[src/rtl/crpa_macc_pkg.sv]
// Shared types and constants for the CRPA multiply-accumulate sequencer.
// MACC_LAT is the MACC pipeline depth: operand reg, multiplier reg, accumulator.
package crpa_macc_pkg;

  typedef enum logic [1:0] {
    IDLE,
    RUN,
    DRAIN
  } macc_seq_state_t;

  localparam int MACC_LAT = 3;

endpackage

[src/rtl/macc_seq.sv]
// Feeds LEN sample pairs per block into the MACC, then captures the sum 4 cycles after the
// last handshake; s_ready only in RUN, so upstream stalls outside RUN and gaps just stall.
module macc_seq
  import crpa_macc_pkg::*;
#(
  parameter int SIZEIN  = 16,
  parameter int SIZEACC = 48,
  parameter int LEN_W   = 16
) (
  input  logic                 clk,
  input  logic                 reset,
  input  logic                 start,
  input  logic [LEN_W-1:0]     len,
  output logic                 busy,
  input  logic                 s_valid,
  output logic                 s_ready,
  input  logic [SIZEIN-1:0]    s_a,
  input  logic [SIZEIN-1:0]    s_b,
  output logic                 m_ce,
  output logic                 m_clr,
  output logic [SIZEIN-1:0]    m_a,
  output logic [SIZEIN-1:0]    m_b,
  output logic [2:0]           m_we,
  input  logic [SIZEACC-1:0]   m_accum,
  output logic                 res_valid,
  output logic [SIZEACC-1:0]   res_data
);

  macc_seq_state_t     state_q, state_d;
  logic [LEN_W-1:0]    len_q, len_d;
  logic [LEN_W-1:0]    cnt_q, cnt_d;
  logic [1:0]          drn_q, drn_d;
  logic [MACC_LAT-2:0] we_dly_q;
  logic                res_valid_q;
  logic [SIZEACC-1:0]  res_data_q;

  logic start_ok;
  logic hs;
  logic drain_last;

  assign start_ok   = start && (state_q == IDLE);
  assign hs         = s_valid && (state_q == RUN);
  assign drain_last = (state_q == DRAIN) && (drn_q == 2'(MACC_LAT - 1));

  always_comb begin
    state_d = state_q;
    len_d   = len_q;
    cnt_d   = cnt_q;
    drn_d   = drn_q;
    case (state_q)
      IDLE: begin
        if (start) begin
          len_d   = len;
          cnt_d   = '0;
          drn_d   = '0;
          state_d = (len != '0) ? RUN : DRAIN;
        end
      end
      RUN: begin
        if (s_valid) begin
          if (cnt_q == len_q - LEN_W'(1)) begin
            cnt_d   = '0;
            drn_d   = '0;
            state_d = DRAIN;
          end else begin
            cnt_d = cnt_q + LEN_W'(1);
          end
        end
      end
      DRAIN: begin
        if (drain_last) begin
          drn_d   = '0;
          state_d = IDLE;
        end else begin
          drn_d = drn_q + 2'd1;
        end
      end
      default: state_d = IDLE;
    endcase
  end

  always_ff @(posedge clk) begin
    if (reset) begin
      state_q     <= IDLE;
      len_q       <= '0;
      cnt_q       <= '0;
      drn_q       <= '0;
      we_dly_q    <= '0;
      res_valid_q <= 1'b0;
      res_data_q  <= '0;
    end else begin
      state_q     <= state_d;
      len_q       <= len_d;
      cnt_q       <= cnt_d;
      drn_q       <= drn_d;
      // we[1]/we[2] trail the operand strobe so each stage fires exactly once per pair
      we_dly_q    <= {we_dly_q[MACC_LAT-3:0], hs};
      res_valid_q <= drain_last;
      if (drain_last) res_data_q <= m_accum;
    end
  end

  assign busy      = (state_q != IDLE);
  assign s_ready   = (state_q == RUN);
  assign m_ce      = 1'b1;
  assign m_clr     = start_ok;
  assign m_a       = s_a;
  assign m_b       = s_b;
  assign m_we      = {we_dly_q, hs};
  assign res_valid = res_valid_q;
  assign res_data  = res_data_q;

endmodule

[config.mk]
export PLATFORM = sky130hd
export DESIGN_NAME = macc_seq
export DESIGN_NICKNAME = d
export VERILOG_FILES = /design/src/rtl/crpa_macc_pkg.sv /design/src/rtl/macc_seq.sv
export SDC_FILE = /design/constraint.sdc
export NUM_CORES = 1
export LEC_CHECK = 0
export CELL_PAD_IN_SITES_DETAIL_PLACEMENT = 2
export CELL_PAD_IN_SITES_GLOBAL_PLACEMENT = 2
export CORE_UTILIZATION = 23
export CTS_CLUSTER_DIAMETER = 60
export DETAILED_ROUTE_END_ITERATION = 6
export HOLD_SLACK_MARGIN = 0.03
export PLACE_DENSITY = 0.9
export SLEW_MARGIN = 20
export SYNTH_ARGS = -nofsm -noshare
export SYNTH_HDL_FRONTEND = slang
export SYNTH_SLANG_ARGS = --single-unit
[constraint.sdc]
create_clock -name clk -period 3.8 [get_ports clk]
set_clock_uncertainty 0.2 [all_clocks]
set_input_delay 0.57 -clock clk [delete_from_list [all_inputs] [get_ports clk]]
set_output_delay 0.57 -clock clk [all_outputs]
set_load 0.05 [all_outputs]
==> key figures, run 1 <==
Yosys
  • Mapped cell area: 0.00429 mm^2
  • Synth area leader: dfxtp_1
  • Post-synth EDFFs: 0
  • Synth Flop Type: dfxtp_1
  • Syn Nets: 650
  • Synth async-reset ratio: 0%
  • Unique masters post-synth: 56
  • Top post-synthesis cells by area: dfxtp_1 (41%), nand2_1 (12%), a21oi_1 (8.7%)
  • Syn_area_per_cell: 7.83 um^2
  • FF+latch count, synth: 87
  • Syn Inst Count: 548
  • Seq/Total Area, Yosys: 40.6%
  • Yosys warns: 0
  • Top cell type's share of synthesized area: 40.6%

Die
  • Core area: 0.0181 mm^2
  • Initial Utilization: 23.6%
  • Die height: 139 um
  • Site row count: 49
  • IO Count: 188
  • Area of the die: 0.0192 mm^2
  • Die width: 139 um

Global route
  • Total track usage: 15.9%
  • Grt total ovfl: 0
  • Vias in the first global route: 4504
  • First-pass GRT wire length: 23900 um
  • Largest net degree at the start of global routing: 50
  • Initial antenna violation count: 0

Timing
  • RSZ-0062 raised after global routing: false
  • Setup violations, final: 0
  • Setup tns final: 0 ps
  • Min setup slack post-route: 570 ps
  • Worst-Margin Slew: 908 ps
  • Fmax: 310 MHz
  • Crit path time final: 3230 ps
  • Fin. max-slew vios: 0
  • Fin. Hold Viols: 0
  • Worst rel slew slack: 39.5%
  • Fin crit share: 85.0%

Placement
  • Placed Cells: 839
  • GP Congestion: 0.833
  • Post-DP HPWL: 10800 um
  • Pre-CTS setup slack: 574 ps
  • Port bufs: 122

Cells and area
  • Nets: 723
  • Core Util, Final: 31.8%
  • Area Growth Syn to Fin: 34.4%
  • Layout cells sized above 1: 6.71%
  • Most frequent cells in the layout: nand2_1 (140), clkdlybuf4s50_1 (120), dfxtp_1 (87)
  • Antenna Cells: 0
  • Most common cell after layout, fill and taps aside: nand2_1
  • Non-Filler Instances: 855
  • Fillcell total: 2077

Clock network
  • CTS Sinks: 87
  • Clock Tree Root: clkbuf_16
  • CTS tree: built
  • Num CTS Buffers: 9
  • Post-cts gate resize count: 0
  • Clock slew at reported path FFs: 80 ps
  • # hold bufs at CTS: 0
  • Clk_lat worst skew: 350 ps
  • Clock Path Buffers: 2
  • Post-CTS setup buffer count: 0
  • Htree depth: 3

Run status
  • Status: finished, violations left
  • Failing checks: DRC

Critical path
  • Crit. End Element: register
  • Nature of the critical path startpoint: register
  • R2r setup slk: 570 ps
  • Worst path required time: 3810 ps
  • Max FO, Critical Path: 8
  • Critical path arrival: 3240 ps
  • Worst Setup Path Type: reg -> reg

Min path
  • HP Class: reg -> reg

Drt
  • Number of remaining DRC errors: 7
  • Iter 0 DRT Violations: 135
  • First-pass DRT Iterations: 6
  • DR WL/cell: 17.1 um
  • Antenna viol nets, final: 0
  • Vias per inst: 4.78
  • Via count: 4084
  • Drt total wl: 14700 um

Power and ir drop
  • Worst vdd ir: 0.000217 V
  • LEAKAGE: 1.87 nW
  • Pwr Density: 416 mW/mm^2

Job
  • Maxcap violations: 0
## final timing paths
path                                               start                        to  cells past startpoint
worst max-delay path               len_q[0]$_SDFFE_PP0P_   state_q[0]$_SDFFE_PP0P_                      9
worst min-delay path            res_data[3]$_SDFFE_PP0P_  res_data[3]$_SDFFE_PP0P_                      2
worst max register to register     len_q[0]$_SDFFE_PP0P_   state_q[0]$_SDFFE_PP0P_                      9
worst min register to register  res_data[3]$_SDFFE_PP0P_  res_data[3]$_SDFFE_PP0P_                      2
## layout make-up
cell class | count | area [um^2] | share of cell area [%]
sequential | 87 | 1740 | 30.2
timing repair buffer | 129 | 1280 | 22.2
multi-input combinational | 383 | 2120 | 36.7
inverter | 11 | 41.3 | 0.716
clock buffer | 9 | 225 | 3.91
tap | 229 | 287 | 4.97
clock inverter | 7 | 75.1 | 1.30
## flip-flops by register name, summed over array words and instances, names as in the netlist
| name | count |
|---|---|
| res_valid | 1 |
| len_q | 16 |
| state_q | 2 |
| res_data | 48 |
| cnt_q | 16 |
| we_dly_q | 2 |
| drn_q | 2 |
## synthesized netlist by cell type, drive strengths merged, types with 2 or more instances
master / number
nor4: 10
inv: 11
nor2: 24
a21oi: 75
and2: 2
xor2: 13
xnor2: 17
o211ai: 3
or4: 5
nor3b: 3
ha: 2
nor2b: 4
nand4: 5
dfxtp: 87
nand2: 140
and4: 5
buf: 42
o22ai: 2
a211oi: 16
o21ai: 4
nand3: 10
a31oi: 5
or3: 5
clkbuf: 25
nor3: 10
o31ai: 4
nand2b: 2
and3: 2
## critical path: stages, from the launching register on
cell and delay, ps:
dfxtp_1 390, inv_1 90, ha_1 310, nor3b_2 490, and4_1 330, xnor2_1 100, a211oi_2 350, o21bai_4 110
o41ai_1 580, a21oi_1 140
## cell families (layout without fill, tap and decap cells)
| family | count (synthesis) | after routing | share of synthesized area [%] |
|---|---|---|---|
| and+or+nand+nor | 229 | 229 | 25.1 |
| DFF | 87 | 87 | 40.6 |
| adders and majority gates | 2 | 2 | 0.583 |
| buffers and inverters | 78 | 156 | 10.2 |
| xor gates and xnor gates | 30 | 30 | 6.12 |
| muxes | 1 | 1 | 0.233 |
| AOI/OAI and AO/OA | 120 | 120 | 17.1 |
| other | 1 | 1 | 0.0874 |
## metrics by stage
stage          hold slack, ps  total power, W  instance area (um^2)
2_1_floorplan             250         0.00141                  4290
3_3_place_gp              242         0.00151                  5460
3_5_place_dp              251         0.00152                  5460
4_1_cts                   261         0.00244                  5760
5_1_grt                   281         0.00252                  5760
6_report                  259         0.00240                  5760
## per-layer routing
layer,global-route usage [%],share of wire (%)
met4,5.91,1.8
met2,26.5,47
met1,18.1,42
met5,0,0
met3,6.49,8.5
## report_power, final
group	switching (W)	total, W	internal, W
Clock	0.000433	0.000896	0.000463
Sequential	0.0000531	0.000991	0.000938
Combinational	0.000290	0.000510	0.000220
Total	0.000775	0.00240	0.00162
Note: power is estimated with default switching activity, not from simulation.
==> run 2, diff against run 1 <==
Settings changed: CORE_UTILIZATION 23 to 34, DONT_BUFFER_PORTS set to 1, GPL_ROUTABILITY_DRIVEN set to 0, GPL_TIMING_DRIVEN set to 1, PLACE_DENSITY 0.9 to 0.88.
==> run 2 against run 1 <==
  * The run now ends clean
  * First-iteration DRC count rose by 7.4%
  * Final cell count fell by 22%
  * Critical path depth did not move
  * Count of clock-buffer cells in the layout rose by 2
  * Non-clock buffer count fell by 125
  * Worst hold slack got worse by 160 ps
  * Critical endpoint is now drn_q[1]$_SDFFE_PP0P_
  * Largest power group unchanged
==> key figures, run 2 (same netlist as run 1, synthesis figures left out) <==
Die
  • IO Count: 188
  • Die width: 114 um
  • Core area: 0.0122 mm^2
  • Area of the die: 0.0131 mm^2
  • Die height: 114 um
  • Initial Utilization: 35.3%
  • Site row count: 40

Timing
  • Setup tns final: 0 ps
  • Setup violations, final: 0
  • Crit path time final: 3280 ps
  • Fin crit share: 86.4%
  • Fin. Hold Viols: 0
  • Worst-Margin Slew: 1030 ps
  • Fmax: 305 MHz
  • Fin. max-slew vios: 0
  • Worst rel slew slack: 31.0%
  • RSZ-0062 raised after global routing: false

Cells and area
  • Area Growth Syn to Fin: 2.60%
  • Antenna Cells: 0
  • Nets: 598
  • Max reg flops: 48
  • Layout cells sized above 1: 6.61%
  • Most common cell after layout, fill and taps aside: nand2_1
  • Most frequent cells in the layout: nand2_1 (140), dfxtp_1 (87), a21oi_1 (75)
  • Non-Filler Instances: 667

Drt
  • Drt total wl: 12600 um
  • DR WL/cell: 18.9 um
  • First-pass DRT Iterations: 4
  • Iter 0 DRT Violations: 145
  • Vias per inst: 5.52
  • Number of remaining DRC errors: 0
  • Via count: 3682
  • Antenna viol nets, final: 0

Critical path
  • Buf/Inv on CP: 1
  • R2r setup slk: 520 ps
  • Worst path slowest cell: o41ai_1
  • Crit. End Element: register
  • Crit path max-delay family: compound AO/OA/AOI/OAI gates
  • Critical path arrival: 3280 ps
  • Worst Setup Path Type: reg -> reg
  • Critical-path cell list: inv_1 > ha_1 > nor3b_2 > and4_1 > xnor2_1 > a211oi_2 > o21bai_4 > o41ai_1 > o22ai_1
  • Max FO, Critical Path: 8
  • Worst path required time: 3800 ps
  • Nature of the critical path startpoint: register
  • Slowest cell delay on critical path: 590 ps

Placement
  • Placed Cells: 653
  • Post-DP HPWL: 9000 um
  • Port bufs: 0

Clock network
  • CTS tree: built
  • Clock Tree Root: clkbuf_16
  • Clock Path Buffers: 2
  • Clk_lat worst skew: 340 ps
  • Clock slew at reported path FFs: 60 ps
  • Post-cts gate resize count: 0
  • Post-CTS setup buffer count: 0
  • # hold bufs at CTS: 0
  • CTS Sinks: 87
  • Num CTS Buffers: 9
  • Htree depth: 3

Power and ir drop
  • Psw: 0.000677 W
  • Pwr Density: 501 mW/mm^2
  • Comb power frac: 17.5%
  • Switching share of power: 30.7%
  • Int Power: 0.00153 W
  • LEAKAGE: 1.39 nW
  • Clock share of power: 37.1%
  • Share of power burned in registers: 45.4%
  • Worst vdd ir: 0.000189 V

Global route
  • Vias in the first global route: 3965
  • Total track usage: 20.2%
  • Grt total ovfl: 0
  • Largest net degree at the start of global routing: 88
  • Initial antenna violation count: 0
  • First-pass GRT wire length: 20600 um

Run status
  • Status: finished clean

Min path
  • HP Class: in -> reg

Job
  • Maxcap violations: 0
run 2: through the flow:
stage	power [W]	hold slack, ps	util (%)	area, um^2	setup slack, ps
after floorplan	0.00141	250	-	4290	988
after global placement	0.00137	261	34.0	4140	785
after detailed placement	0.00140	265	34.0	4140	599
after CTS	0.00223	82.4	36.2	4400	525
after global routing	0.00230	84.9	36.2	4400	284
final	0.00221	99.0	36.2	4400	517
run 2: worst paths after layout:
check | cells after the start | endpoint | start
max | 9 | drn_q[1]$_SDFFE_PP0P_ | len_q[0]$_SDFFE_PP0P_
min | 1 | res_data[16]$_SDFFE_PP0P_ | reset
min reg2reg | 2 | len_q[15]$_SDFFE_PP0P_ | len_q[15]$_SDFFE_PP0P_
max reg2reg | 9 | drn_q[1]$_SDFFE_PP0P_ | len_q[0]$_SDFFE_PP0P_
run 2: layout make-up:
type,instances,area (um^2)
sequential,87,1740
clock buffer,11,243
inverter,11,41.3
fill,1373,7760
clock inverter,3,21.3
tap,168,210
multi-input combinational,383,2110
timing repair buffer,4,30.0
run 2: power groups by stage:
stage                     clock, W  combinational [W]  sequential, W
after detailed placement         0           0.000380        0.00102
after floorplan                  0           0.000424       0.000990
after global routing      0.000876           0.000422        0.00101
after CTS                 0.000845           0.000386        0.00100
after global placement           0           0.000358        0.00102
final                     0.000820           0.000386        0.00100
run 2: routing by layer:
metal  up-vias  track usage, %  routed length, um
li1       1725               -                  -
met1      1797            23.1               5060
met2       129            34.0               6220
met3        31            6.41                972
met4         0            9.78                373
met5         -               0                  0
==> run 3, diff against run 2 <==
Settings changed: PLACE_DENSITY 0.88 to unset, PLACE_DENSITY_LB_ADDON set to 0.1.
==> run 3 against run 2 <==
  * Flip-flop and latch count unchanged
  * Critical path depth unchanged
  * Utilization increased by 0.072 points
  * Via count decreased by 1.7%
  * Non-clock buffer count increased by 1
  * Register-to-register slack improved by 60 ps
  * Final area increased by 0.20%
  * Largest cell class unchanged
==> key figures, run 3 (same netlist as run 1, synthesis figures left out) <==
Die
  • IO Count: 188
  • Area of the die: 0.0131 mm^2
  • Die width: 114 um
  • Initial Utilization: 35.3%
  • Site row count: 40
  • Core area: 0.0122 mm^2
  • Die height: 114 um

Global route
  • First-pass GRT wire length: 20200 um
  • Grt total ovfl: 0
  • Initial antenna violation count: 0
  • Vias in the first global route: 3904
  • Total track usage: 19.9%
  • Largest net degree at the start of global routing: 88

Drt
  • Iter 0 DRT Violations: 117
  • DR WL/cell: 18.6 um
  • Vias per inst: 5.41
  • Number of remaining DRC errors: 0
  • Via count: 3618
  • Drt total wl: 12500 um
  • Antenna viol nets, final: 0
  • First-pass DRT Iterations: 4

Min path
  • HP Class: in -> reg

Power and ir drop
  • Int Power: 0.00154 W
  • Clock share of power: 37.0%
  • Share of power burned in registers: 45.7%
  • Worst vdd ir: 0.000196 V
  • LEAKAGE: 1.40 nW
  • Comb power frac: 17.3%
  • Psw: 0.000654 W
  • Pwr Density: 497 mW/mm^2
  • Switching share of power: 29.9%

Critical path
  • Worst Setup Path Type: reg -> reg
  • Max FO, Critical Path: 8
  • Worst path slowest cell: o41ai_1
  • Crit. End Element: register
  • Critical path arrival: 3230 ps
  • Nature of the critical path startpoint: register
  • Critical-path cell list: inv_1 > ha_1 > nor3b_2 > and4_1 > xnor2_1 > a211oi_2 > o21bai_4 > o41ai_1 > o22ai_1
  • Slowest cell delay on critical path: 600 ps
  • Worst path required time: 3800 ps

Clock network
  • Htree depth: 3
  • Clock Tree Root: clkbuf_16
  • CTS Sinks: 87
  • Post-cts gate resize count: 0
  • Clk_lat worst skew: 340 ps
  • Num CTS Buffers: 9
  • Clock slew at reported path FFs: 60 ps
  • # hold bufs at CTS: 0
  • Clock Path Buffers: 2
  • CTS tree: built
  • Post-CTS setup buffer count: 0

Timing
  • Hold WS: 93.7 ps
  • Worst rel slew slack: 33.9%
  • RSZ-0062 raised after global routing: false
  • Setup tns final: 0 ps
  • Fin crit share: 84.8%
  • Fin. Hold Viols: 0
  • Crit path time final: 3220 ps
  • Fin. max-slew vios: 0
  • Fmax: 310 MHz
  • Worst-Margin Slew: 991 ps
  • Setup violations, final: 0

Run status
  • Status: finished clean

Cells and area
  • Nets: 599
  • Max reg flops: 48
  • Area Growth Syn to Fin: 2.80%
  • Antenna Cells: 0
  • Most common cell after layout, fill and taps aside: nand2_1
  • Layout cells sized above 1: 6.79%
  • Most frequent cells in the layout: nand2_1 (140), dfxtp_1 (87), a21oi_1 (75)

Placement
  • Port bufs: 0
  • Post-DP HPWL: 9200 um

Job
  • Maxcap violations: 0
[run 3: critical path: cells and delay by family, from the launching register on]
kind,cells,cell delay [ps]
AOI/OAI and AO/OA,4,1220
and+or+nand+nor,2,810
buffers and inverters,1,90
DFF,1,390
xor gates and xnor gates,1,90
adders and majority gates,1,290
[run 3: metal layers]
metal	vias up	global-route usage (%)	wire length (um)
li1	1728	-	-
met1	1774	23.4	5190
met3	20	6.35	897
met5	-	0	0
met4	0	8.23	255
met2	96	33.4	6130
[run 3: area by class of cell]
type	instances	area [um^2]
Fill cell	1401	7750
Multi-Input combinational cell	383	2110
Sequential cell	87	1740
Clock buffer	12	246
Tap cell	168	210
Inverter	11	41.3
Timing Repair Buffer	5	37.5
Clock inverter	3	18.8
[run 3: power groups by stage]
stage	registers, W	logic, W	clock network, W
detailed placement	0.00102	0.000380	0
global route	0.00101	0.000422	0.000878
floorplan	0.000990	0.000424	0
CTS	0.00100	0.000383	0.000841
finish	0.00100	0.000379	0.000810
global placement	0.00102	0.000372	0
[run 3: stage by stage]
step	power, W	setup slack, ps	utilization (%)	cell area, um^2	instances
2_1_floorplan	0.00141	988	-	4290	548
3_3_place_gp	0.00139	697	34.1	4150	654
3_5_place_dp	0.00140	614	34.1	4150	654
4_1_cts	0.00223	568	36.3	4410	669
5_1_grt	0.00231	314	36.3	4410	669
6_report	0.00219	577	36.3	4410	669
[run 3: path summary, 6_finish.rpt]
path	slack [ps]	start	cells after the start	end
worst min-delay path	90	reset	1	we_dly_q[1]$_SDFF_PP0_
worst min register to register	290	len_q[15]$_SDFFE_PP0P_	2	len_q[15]$_SDFFE_PP0P_
worst max-delay path	580	len_q[0]$_SDFFE_PP0P_	9	drn_q[1]$_SDFFE_PP0P_
worst max register to register	580	len_q[0]$_SDFFE_PP0P_	9	drn_q[1]$_SDFFE_PP0P_
